==> config.mk <==
export PLATFORM = sky130hd
export DESIGN_NAME = vehicle_lane_demux
export DESIGN_NICKNAME = d
export VERILOG_FILES = /design/src/rtl/vehicle_lane_demux.sv
export SDC_FILE = /design/constraint.sdc
export NUM_CORES = 1
export LEC_CHECK = 0
export BUFFER_PORTS_ARGS = -buffer_cell sky130_fd_sc_hd__buf_2
export CORE_MARGIN = 2
export CORE_UTILIZATION = 29
export CTS_CLUSTER_DIAMETER = 50
export DETAILED_ROUTE_END_ITERATION = 7
export PLACE_DENSITY = 0.56
export RECOVER_POWER = 25
export SYNTH_ARGS = -nofsm -noshare
export SYNTH_HDL_FRONTEND = slang
export SYNTH_SLANG_ARGS = --single-unit
export TNS_END_PERCENT = 20
==> constraint.sdc <==
create_clock -name VEHICLE_LANE_DEMUX_CLOCK_50 -period 4.17 [get_ports VEHICLE_LANE_DEMUX_CLOCK_50]
set_clock_uncertainty 0.05 [all_clocks]
set_input_delay 0.834 -clock VEHICLE_LANE_DEMUX_CLOCK_50 [delete_from_list [all_inputs] [get_ports VEHICLE_LANE_DEMUX_CLOCK_50]]
set_output_delay 0.834 -clock VEHICLE_LANE_DEMUX_CLOCK_50 [all_outputs]
set_load 0.02 [all_outputs]
==> src/rtl/vehicle_lane_demux.sv <==
// Serial 1-to-4 lane loader: pattern bits are shifted into the selected lane; once all lanes
// are full the block rotates them on each movement tick. Optional build macro: VEHICLE_LANE_DEMUX_ALT_DIRECTION_EN.
module vehicle_lane_demux #(
   parameter int DATAWIDTH_SELECTOR = 2,
   parameter int LANE_WIDTH         = 8
) (
   input  logic                          VEHICLE_LANE_DEMUX_CLOCK_50,
   input  logic                          VEHICLE_LANE_DEMUX_RESET_InLow,
   input  logic [DATAWIDTH_SELECTOR-1:0] VEHICLE_LANE_DEMUX_SELECT_BUS_IN,
   input  logic                          VEHICLE_LANE_DEMUX_BIT_IN,
   input  logic                          VEHICLE_LANE_DEMUX_LOAD_IN,
   output logic                          VEHICLE_LANE_DEMUX_LOAD_READY_OUT,
   input  logic                          VEHICLE_LANE_DEMUX_SHIFT_TICK_IN,
   input  logic                          VEHICLE_LANE_DEMUX_CLEAR_IN,
   output logic [LANE_WIDTH-1:0]         VEHICLE_LANE_DEMUX_LANE0_BUS_OUT,
   output logic [LANE_WIDTH-1:0]         VEHICLE_LANE_DEMUX_LANE1_BUS_OUT,
   output logic [LANE_WIDTH-1:0]         VEHICLE_LANE_DEMUX_LANE2_BUS_OUT,
   output logic [LANE_WIDTH-1:0]         VEHICLE_LANE_DEMUX_LANE3_BUS_OUT,
   output logic [3:0]                    VEHICLE_LANE_DEMUX_LANE_FULL_OUT,
   output logic                          VEHICLE_LANE_DEMUX_RUN_OUT
);

   localparam int CNT_W = $clog2(LANE_WIDTH + 1);
   localparam logic [CNT_W-1:0] CNT_MAX = CNT_W'(LANE_WIDTH);

   typedef enum logic {
      ST_LOAD,
      ST_RUN
   } state_e;

   state_e                state_q, state_d;
   logic [LANE_WIDTH-1:0] lane_q [4];
   logic [LANE_WIDTH-1:0] lane_d [4];
   logic [CNT_W-1:0]      cnt_q  [4];
   logic [CNT_W-1:0]      cnt_d  [4];
   logic [3:0]            full;
   logic                  ready;
   logic                  transfer;
   logic                  allFull_d;
   logic [1:0]            sel;

   assign sel = VEHICLE_LANE_DEMUX_SELECT_BUS_IN[1:0];

   function automatic logic [LANE_WIDTH-1:0] rotLeft(input logic [LANE_WIDTH-1:0] v);
      return {v[LANE_WIDTH-2:0], v[LANE_WIDTH-1]};
   endfunction

   function automatic logic [LANE_WIDTH-1:0] rotRight(input logic [LANE_WIDTH-1:0] v);
      return {v[0], v[LANE_WIDTH-1:1]};
   endfunction

   for (genvar g = 0; g < 4; g++) begin : g_full
      assign full[g] = (cnt_q[g] == CNT_MAX);
   end

   // Ready is forced low while reset is held so the source never sees a phantom slot.
   assign ready    = VEHICLE_LANE_DEMUX_RESET_InLow && (state_q == ST_LOAD) && !full[sel];
   assign transfer = VEHICLE_LANE_DEMUX_LOAD_IN && ready;

   always_comb begin
      state_d   = state_q;
      allFull_d = 1'b0;
      for (int i = 0; i < 4; i++) begin
         lane_d[i] = lane_q[i];
         cnt_d[i]  = cnt_q[i];
      end
      if (VEHICLE_LANE_DEMUX_CLEAR_IN) begin
         state_d = ST_LOAD;
         for (int i = 0; i < 4; i++) begin
            lane_d[i] = '0;
            cnt_d[i]  = '0;
         end
      end else begin
         case (state_q)
            ST_LOAD: begin
               if (transfer) begin
                  lane_d[sel] = {lane_q[sel][LANE_WIDTH-2:0], VEHICLE_LANE_DEMUX_BIT_IN};
                  cnt_d[sel]  = cnt_q[sel] + CNT_W'(1);
                  allFull_d   = 1'b1;
                  for (int i = 0; i < 4; i++) begin
                     if (cnt_d[i] != CNT_MAX) allFull_d = 1'b0;
                  end
                  if (allFull_d) state_d = ST_RUN;
               end
            end
            ST_RUN: begin
               if (VEHICLE_LANE_DEMUX_SHIFT_TICK_IN) begin
                  for (int i = 0; i < 4; i++) begin
`ifdef VEHICLE_LANE_DEMUX_ALT_DIRECTION_EN
                     lane_d[i] = ((i % 2) == 1) ? rotRight(lane_q[i]) : rotLeft(lane_q[i]);
`else
                     lane_d[i] = rotLeft(lane_q[i]);
`endif
                  end
               end
            end
            default: state_d = ST_LOAD;
         endcase
      end
   end

   always_ff @(posedge VEHICLE_LANE_DEMUX_CLOCK_50 or negedge VEHICLE_LANE_DEMUX_RESET_InLow) begin
      if (!VEHICLE_LANE_DEMUX_RESET_InLow) begin
         state_q <= ST_LOAD;
         for (int i = 0; i < 4; i++) begin
            lane_q[i] <= '0;
            cnt_q[i]  <= '0;
         end
      end else begin
         state_q <= state_d;
         for (int i = 0; i < 4; i++) begin
            lane_q[i] <= lane_d[i];
            cnt_q[i]  <= cnt_d[i];
         end
      end
   end

   assign VEHICLE_LANE_DEMUX_LOAD_READY_OUT = ready;
   assign VEHICLE_LANE_DEMUX_LANE0_BUS_OUT  = lane_q[0];
   assign VEHICLE_LANE_DEMUX_LANE1_BUS_OUT  = lane_q[1];
   assign VEHICLE_LANE_DEMUX_LANE2_BUS_OUT  = lane_q[2];
   assign VEHICLE_LANE_DEMUX_LANE3_BUS_OUT  = lane_q[3];
   assign VEHICLE_LANE_DEMUX_LANE_FULL_OUT  = full;
   assign VEHICLE_LANE_DEMUX_RUN_OUT        = (state_q == ST_RUN);

endmodule

==> flow_metrics.env, run 1 <==
export IMPL_numCtsBuffers=5
export IMPL_routed_wl_um=6614
export IMPL_instances_no_fill=453
export IMPL_initial_core_util=0.2966
export IMPL_yosys_area_top_type_share=0.4250
export IMPL_cts_sinks=49
export IMPL_io_buffers=45
export IMPL_clock_latency_ps=300
export IMPL_htreeDepth=2
export IMPL_nFillCells=1007
export IMPL_drtIter0Drc=169
export IMPL_pwr_share_clk=0.378
export IMPL_vdd_drop_max_v=0.0001427
export IMPL_drc=0
export IMPL_core_area_um2=9729
export IMPL_switching_share=0.2466
export IMPL_tritoncts="done"
export IMPL_path_buf_inv=2
export IMPL_cp_max_fo=22
export IMPL_crit_slowest_cell="nor2b_1"
export IMPL_crit_arrival_ps=2470
export IMPL_min_period_ps=3357
export IMPL_synth_xor_xnor_area_share=0.02385
export IMPL_critical_path_most_common_cell="buf_2"
export IMPL_synth_edf_count=0
export IMPL_setup_tns_ps=0
export IMPL_synthAdderAreaFrac=0.004337
export IMPL_rows=36
export IMPL_hold_violations=0
export IMPL_grt_setup_unrepaired="false"
export IMPL_layout_nets=328
export IMPL_synth_common_cells="dfrtp_1 (49), mux2i_1 (37), nor2_1 (30), inv_1 (29), nand2_1 (29)"
export IMPL_timing_final_max_slew_violations=31
export IMPL_area_growth_pct=15.31
export IMPL_synthDistinctLibCells=48
export IMPL_grt_max_degree=32
export IMPL_critPathKind="in2out"
export IMPL_max_slew_worst_pin_slew_ps=1619
export IMPL_p_switching_uw=233.0
export IMPL_syn_avg_cell_area_um2=10.45
export IMPL_gr_total_overflow=0
export IMPL_hold_buffers=0
export IMPL_powerDensity_nw_per_um2=284.0
export IMPL_hpwlAfterDp_um=4787
export IMPL_yosysWarningCount=0
export IMPL_die_w_um=103.7
export IMPL_yosys_area_share_simple=0.1865
export IMPL_synthArstFlopShare=1.000
export IMPL_placed_area_um2=3219
export IMPL_p_leak_uw=0.001608
export IMPL_synth_mux_area_frac=0.2012
export IMPL_path_clk_slew_ps=80
export IMPL_cp_end_kind="output port"
export IMPL_pin_count=46
export IMPL_yosysTopAreaCell="dfrtp_1"
export IMPL_p_seq_frac=0.512
export IMPL_pwr_share_comb=0.110
export IMPL_grt_pass1_wl_um=11150
export IMPL_synth_compound_area_frac=0.09627
export IMPL_max_cap_violations=1
export IMPL_fmaxAchievable_ghz=0.2979
export IMPL_cts_setup_buffers=0
export IMPL_synth_area_um2=2885
export IMPL_antenna_left=0
export IMPL_status="finished, violations left"
export IMPL_seq_area_frac_synth=0.4250
export IMPL_post_cts_resize_count=0
export IMPL_cts_max_path_buffers=2
export IMPL_period_share=0.8050
export IMPL_grt_pass1_vias=2070
export IMPL_relSlewSlack=-0.07913
export IMPL_syn_num_nets=285
export IMPL_placed_cells=445
export IMPL_routed_via_density=4.711
export IMPL_synth_top_family_by_area="multiplexers"
export IMPL_antenna_found_initial=0
export IMPL_area_sequential_um2=1226
export IMPL_grtUsageTotal=0.1284
export IMPL_cpLargestDelayFamily="simple AND/OR/NAND/NOR gates"
export IMPL_ys_seq_elements=49
export IMPL_vias=2134
export IMPL_first_pass_iters=4
export IMPL_synthFlopType="dfrtp_1"
export IMPL_crit_required_ps=3290
export IMPL_synth_cells=276
export IMPL_final_setup_viol_count=0
export IMPL_antenna_diode_count=0
export IMPL_clockRootBuffer="clkbuf_8"
export IMPL_multi_input_area_um2=1478
export IMPL_hold_class="reg2reg"
export IMPL_slowest_delay_ps=650
export IMPL_cp_cell_sequence="buf_2 > nor2b_1 > a22oi_4 > nand2_1 > nor4bb_1 > buf_2"
export IMPL_critPathLaunchType="input pin"
export IMPL_synth_most_common_cell="dfrtp_1"
export IMPL_die_area_um2=10760
export IMPL_wl_per_cell_um=14.60
export IMPL_final_cell_area_um2=3327
export IMPL_internal_power_uw=711.8
export IMPL_gp_congestion=0.8424
export IMPL_synth_area_leaders="dfrtp_1 (42%), mux2i_1 (13%), nor2_1 (3.9%)"
export IMPL_fp_dieH_um=103.7
export IMPL_drive_gt1_frac=0.2375
export IMPL_violations="max-capacitance violations, max-slew violations"
-- final cells by class --
cell class	instances	area share
multi-input combinational	187	0.4442
sequential	49	0.3686
timing repair buffer	47	0.06958
tap	133	0.05002
inverter	29	0.03272
clock buffer	7	0.02595
clock inverter	1	0.009026
-- layout by cell type (no fill, tap or decap), types with 2 or more instances in the layout --
cell type / count
or3_1: 3
buf_2: 44
mux4_1: 2
xor2_1: 3
nand3b_1: 4
nand3_1: 3
o21ai_0: 6
nand4b_1: 3
inv_1: 29
a21oi_1: 10
xnor2_1: 3
nand2_1: 29
a32oi_1: 3
mux2i_1: 37
mux4_2: 2
dfrtp_1: 49
mux2_4: 6
a22oi_1: 3
nor2_1: 30
a22oi_4: 4
clkbuf_1: 4
clkbuf_8: 6
nand2b_1: 2
nor4b_2: 3
nor3_1: 3
nor2b_1: 3
nand4_1: 6
-- worst paths after layout --
check | start | to | slack [ps] | depth (start not counted)
min | VEHICLE_LANE_DEMUX_LANE0_BUS_OUT[0] | VEHICLE_LANE_DEMUX_LANE0_BUS_OUT[0] | 460 | 1
max in group asynchronous | VEHICLE_LANE_DEMUX_RESET_InLow | cnt_q[3] | 1160 | 3
min reg2reg | VEHICLE_LANE_DEMUX_LANE0_BUS_OUT[0] | VEHICLE_LANE_DEMUX_LANE0_BUS_OUT[0] | 460 | 1
min in group asynchronous | VEHICLE_LANE_DEMUX_RESET_InLow | VEHICLE_LANE_DEMUX_LANE3_BUS_OUT[2] | 850 | 2
max reg2reg | cnt_q[4] | VEHICLE_LANE_DEMUX_RUN_OUT | 1750 | 7
max | VEHICLE_LANE_DEMUX_SELECT_BUS_IN[0] | VEHICLE_LANE_DEMUX_LOAD_READY_OUT | 810 | 6
-- metrics by stage --
step,utilization,hold slack (ps),total power [uW],setup slack [ps]
after floorplan,-,488.4,571.0,1157
after global placement,0.3309,453.4,599.3,871.1
after detailed placement,0.3309,447.0,599.8,828.3
after CTS,0.3429,467.7,962.8,824.3
after global routing,0.3420,480.9,994.9,530.8
final,0.3420,463.8,944.7,812.9
-- metal layers --
layer / routed length, um / vias up / track usage / part of all wire
met4: 84 / 0 / 0.03764 / 0.013
met5: 0 / - / 0 / 0
met3: 381 / 6 / 0.02266 / 0.058
met2: 3169 / 62 / 0.2091 / 0.48
li1: - / 1039 / - / -
met1: 2979 / 1027 / 0.1751 / 0.45
-- state kept, by name, indices dropped and copies added, names as in the netlist --
signal	count
VEHICLE_LANE_DEMUX_LANE0_BUS_OUT	8
VEHICLE_LANE_DEMUX_LANE2_BUS_OUT	8
VEHICLE_LANE_DEMUX_LANE1_BUS_OUT	8
VEHICLE_LANE_DEMUX_LANE3_BUS_OUT	8
cnt_q	16
VEHICLE_LANE_DEMUX_RUN_OUT	1
-- power groups by stage --
stage | clock network [uW] | logic, uW | registers, uW
floorplan | 0 | 75.9 | 495
CTS | 371 | 108 | 484
global placement | 0 | 106 | 493
detailed placement | 0 | 107 | 493
global route | 395 | 115 | 485
finish | 357 | 104 | 484
-- kinds of logic (layout without fill, tap and decap cells) --
logic type / after synthesis / in the layout
simple gates: 98 / 98
mux: 49 / 49
flops: 49 / 49
buf+inv: 40 / 84
compound gates: 32 / 32
xor+xnor: 7 / 7
fa+ha+maj: 1 / 1
(Power assumes the default switching activity.)
==> run 2, diff against run 1 <==
--- a/config.mk
+++ b/config.mk
@@ -5,12 +5,13 @@
 export SDC_FILE = /design/constraint.sdc
 export NUM_CORES = 1
 export LEC_CHECK = 0
+export ABC_AREA = 1
 export BUFFER_PORTS_ARGS = -buffer_cell sky130_fd_sc_hd__buf_2
 export CORE_MARGIN = 2
 export CORE_UTILIZATION = 29
 export CTS_CLUSTER_DIAMETER = 50
 export DETAILED_ROUTE_END_ITERATION = 7
-export PLACE_DENSITY = 0.56
+export PLACE_DENSITY = 0.58
 export RECOVER_POWER = 25
 export SYNTH_ARGS = -nofsm -noshare
 export SYNTH_HDL_FRONTEND = slang
==> constraint.sdc (replaced) <==
create_clock -name VEHICLE_LANE_DEMUX_CLOCK_50 -period 2.7 [get_ports VEHICLE_LANE_DEMUX_CLOCK_50]
set_clock_uncertainty 0.05 [all_clocks]
set_input_delay 0.54 -clock VEHICLE_LANE_DEMUX_CLOCK_50 [delete_from_list [all_inputs] [get_ports VEHICLE_LANE_DEMUX_CLOCK_50]]
set_output_delay 0.54 -clock VEHICLE_LANE_DEMUX_CLOCK_50 [all_outputs]
set_load 0.02 [all_outputs]
==> flow_metrics.env, run 2 <==
export IMPL_final_setup_viol_count=0
export IMPL_synth_compound_area_frac=0.1637
export IMPL_vias=2586
export IMPL_cp_end_kind="output port"
export IMPL_synth_area_um2=2768
export IMPL_drive_gt1_frac=0.1878
export IMPL_fp_dieH_um=101.7
export IMPL_routed_wl_um=7525
export IMPL_relSlewSlack=0.1721
export IMPL_crit_required_ps=2110
export IMPL_grt_max_degree=50
export IMPL_cts_setup_buffers=0
export IMPL_die_w_um=101.7
export IMPL_critPathLaunchType="input pin"
export IMPL_wl_per_cell_um=14.39
export IMPL_numCtsBuffers=5
export IMPL_initial_core_util=0.2995
export IMPL_ys_seq_elements=49
export IMPL_yosys_area_top_type_share=0.4430
export IMPL_setup_tns_ps=0
export IMPL_whs_ps=466.4
export IMPL_min_period_ps=2332
export IMPL_area_growth_pct=14.69
export IMPL_grt_pass1_wl_um=12270
export IMPL_antenna_found_initial=0
export IMPL_synth_common_cells="nand2_1 (114), dfrtp_1 (49), nand3_1 (32), o211ai_1 (28), o21ai_1 (28)"
export IMPL_timing_final_max_slew_violations=0
export IMPL_syn_avg_cell_area_um2=7.796
export IMPL_hold_class="reg2reg"
export IMPL_hold_violations=0
export IMPL_drc=0
export IMPL_synthFlopType="dfrtp_1"
export IMPL_cpLargestDelayFamily="simple AND/OR/NAND/NOR gates"
export IMPL_yosys_area_share_simple=0.2993
export IMPL_clock_latency_ps=310
export IMPL_slowest_delay_ps=290
export IMPL_grt_setup_unrepaired="false"
export IMPL_synth_most_common_cell="nand2_1"
export IMPL_max_slew_worst_pin_slew_ps=1242
export IMPL_tritoncts="done"
export IMPL_synth_top_family_by_area="simple AND/OR/NAND/NOR gates"
export IMPL_yosysTopAreaCell="dfrtp_1"
export IMPL_crit_arrival_ps=1740
export IMPL_cp_max_fo=13
export IMPL_fmaxAchievable_ghz=0.4287
export IMPL_path_clk_slew_ps=100
export IMPL_syn_num_nets=364
export IMPL_first_pass_iters=5
export IMPL_pin_count=46
export IMPL_gp_congestion=0.8655
export IMPL_synthArstFlopShare=1.000
export IMPL_core_area_um2=9240
export IMPL_powerDensity_nw_per_um2=440.0
export IMPL_cts_max_path_buffers=2
export IMPL_placed_cells=515
export IMPL_grtUsageTotal=0.1496
export IMPL_routed_via_density=4.945
export IMPL_post_cts_resize_count=0
export IMPL_max_cap_violations=0
export IMPL_grt_pass1_vias=2385
export IMPL_top_register="cnt_q"
export IMPL_hold_buffers=0
export IMPL_clockRootBuffer="clkbuf_8"
export IMPL_p_leak_uw=0.001595
export IMPL_crit_slowest_cell="nor2_4"
export IMPL_status="completed"
export IMPL_synth_mux_area_frac=0
export IMPL_drtIter0Drc=151
export IMPL_gr_total_overflow=0
export IMPL_synthDistinctLibCells=26
export IMPL_post_route_util=0.3435
export IMPL_htreeDepth=2
export IMPL_rows=35
export IMPL_io_buffers=45
export IMPL_cp_cell_sequence="buf_2 > inv_2 > nor2_4 > nand4_1 > nand3_1 > nor2_4 > buf_2"
export IMPL_synth_edf_count=0
export IMPL_antenna_diode_count=0
export IMPL_critPathKind="in2out"
export IMPL_period_share=0.8639
export IMPL_layout_commonest_cell="nand2_1"
export IMPL_largest_reg_flops=16
export IMPL_instances_no_fill=523
export IMPL_synth_cells=355
export IMPL_synth_xor_xnor_area_share=0.01266
export IMPL_layout_nets=402
export IMPL_yosysWarningCount=0
export IMPL_synthAdderAreaFrac=0.004521
export IMPL_synth_area_leaders="dfrtp_1 (44%), nand2_1 (15%), o211ai_1 (7.6%)"
export IMPL_final_cell_mix="nand2_1 (114), dfrtp_1 (49), buf_2 (44)"
export IMPL_cts_sinks=49
export IMPL_placed_area_um2=3088
export IMPL_vdd_drop_max_v=0.0002154
export IMPL_path_buf_inv=3
export IMPL_seq_area_frac_synth=0.4430
export IMPL_final_cell_area_um2=3174
export IMPL_hpwlAfterDp_um=5296
export IMPL_die_area_um2=10340
export IMPL_antenna_left=0
-- run 2: cell types whose count changed in the layout (fill, tap and decap cells not counted), moves of 6 or more --
cell      change
o22ai_1       +9
mux2i_1      -37
o211ai_1     +28
nand2_4       +6
mux2_4        -6
nor2_1       -20
nand2_1      +85
o21ai_1      +28
nand3_1      +29
a21oi_1      -10
-- run 2: cells by family after synthesis --
logic type,count (synthesis)
compound gates,74
xor+xnor,4
fa+ha+maj,1
buf+inv,47
flops,49
simple gates,180
-- run 2: path summary, 6_finish.rpt --
kind	startpoint	cells past startpoint	slack [ps]	endpoint
worst max-delay path	VEHICLE_LANE_DEMUX_SELECT_BUS_IN[0]	7	370	VEHICLE_LANE_DEMUX_LOAD_READY_OUT
worst min-delay path	VEHICLE_LANE_DEMUX_LANE0_BUS_OUT[0]	2	470	VEHICLE_LANE_DEMUX_LANE0_BUS_OUT[0]
worst max register to register	cnt_q[1]	14	600	VEHICLE_LANE_DEMUX_RUN_OUT
worst min register to register	VEHICLE_LANE_DEMUX_LANE0_BUS_OUT[0]	2	470	VEHICLE_LANE_DEMUX_LANE0_BUS_OUT[0]
max in group asynchronous	VEHICLE_LANE_DEMUX_RESET_InLow	2	1180	cnt_q[11]
min in group asynchronous	VEHICLE_LANE_DEMUX_RESET_InLow	2	670	VEHICLE_LANE_DEMUX_LANE3_BUS_OUT[7]
-- run 2: metrics by stage --
step / setup slack [ps] / power, uW
after floorplan: 630.0 / 902.5
after global placement: 187.3 / 955.6
after detailed placement: 174.4 / 958.2
after CTS: 353.9 / 1409
after global routing: 174.1 / 1459
final: 367.6 / 1397
-- run 2: cell type report --
| type | count | area (um^2) |
|---|---|---|
| clock buffers | 5 | 68.82 |
| clock inverters | 3 | 21.27 |
| fillers | 1006 | 6066 |
| inverters | 27 | 101.3 |
| multi-input cells | 259 | 1329 |
| flip-flops and latches | 49 | 1226 |
| well taps | 129 | 161.4 |
| repair buffers | 51 | 266.5 |
-- run 2: where the power goes --
group	leakage, uW	internal (uW)	switching (uW)	total (uW)
logic	0.000868	47.3	143	190
clock network	0.0000445	185	270	455
registers	0.000682	743	8.91	752
total	0.00159	975	422	1400
-- run 2: layer usage --
layer | up-vias | wire length (um) | GRT usage
li1 | 1274 | - | -
met1 | 1218 | 3567 | 0.2190
met2 | 88 | 3304 | 0.2191
met3 | 6 | 604 | 0.04141
met4 | 0 | 48 | 0.03430
met5 | - | 0 | 0
-- run 2: worst reg2reg max path: stages, from the launching register on --
cell     delay (ps)
dfrtp_1         470
nand2_1         100
nand2_1          60
nand2_1          50
nand2_1         100
ha_1            340
inv_1            80
nand2_1          50
o21ai_0         110
nand2_1          70
nor3_1          210
nand3_1         100
nor2_1          120
nand3_1          80
nand2_1          60
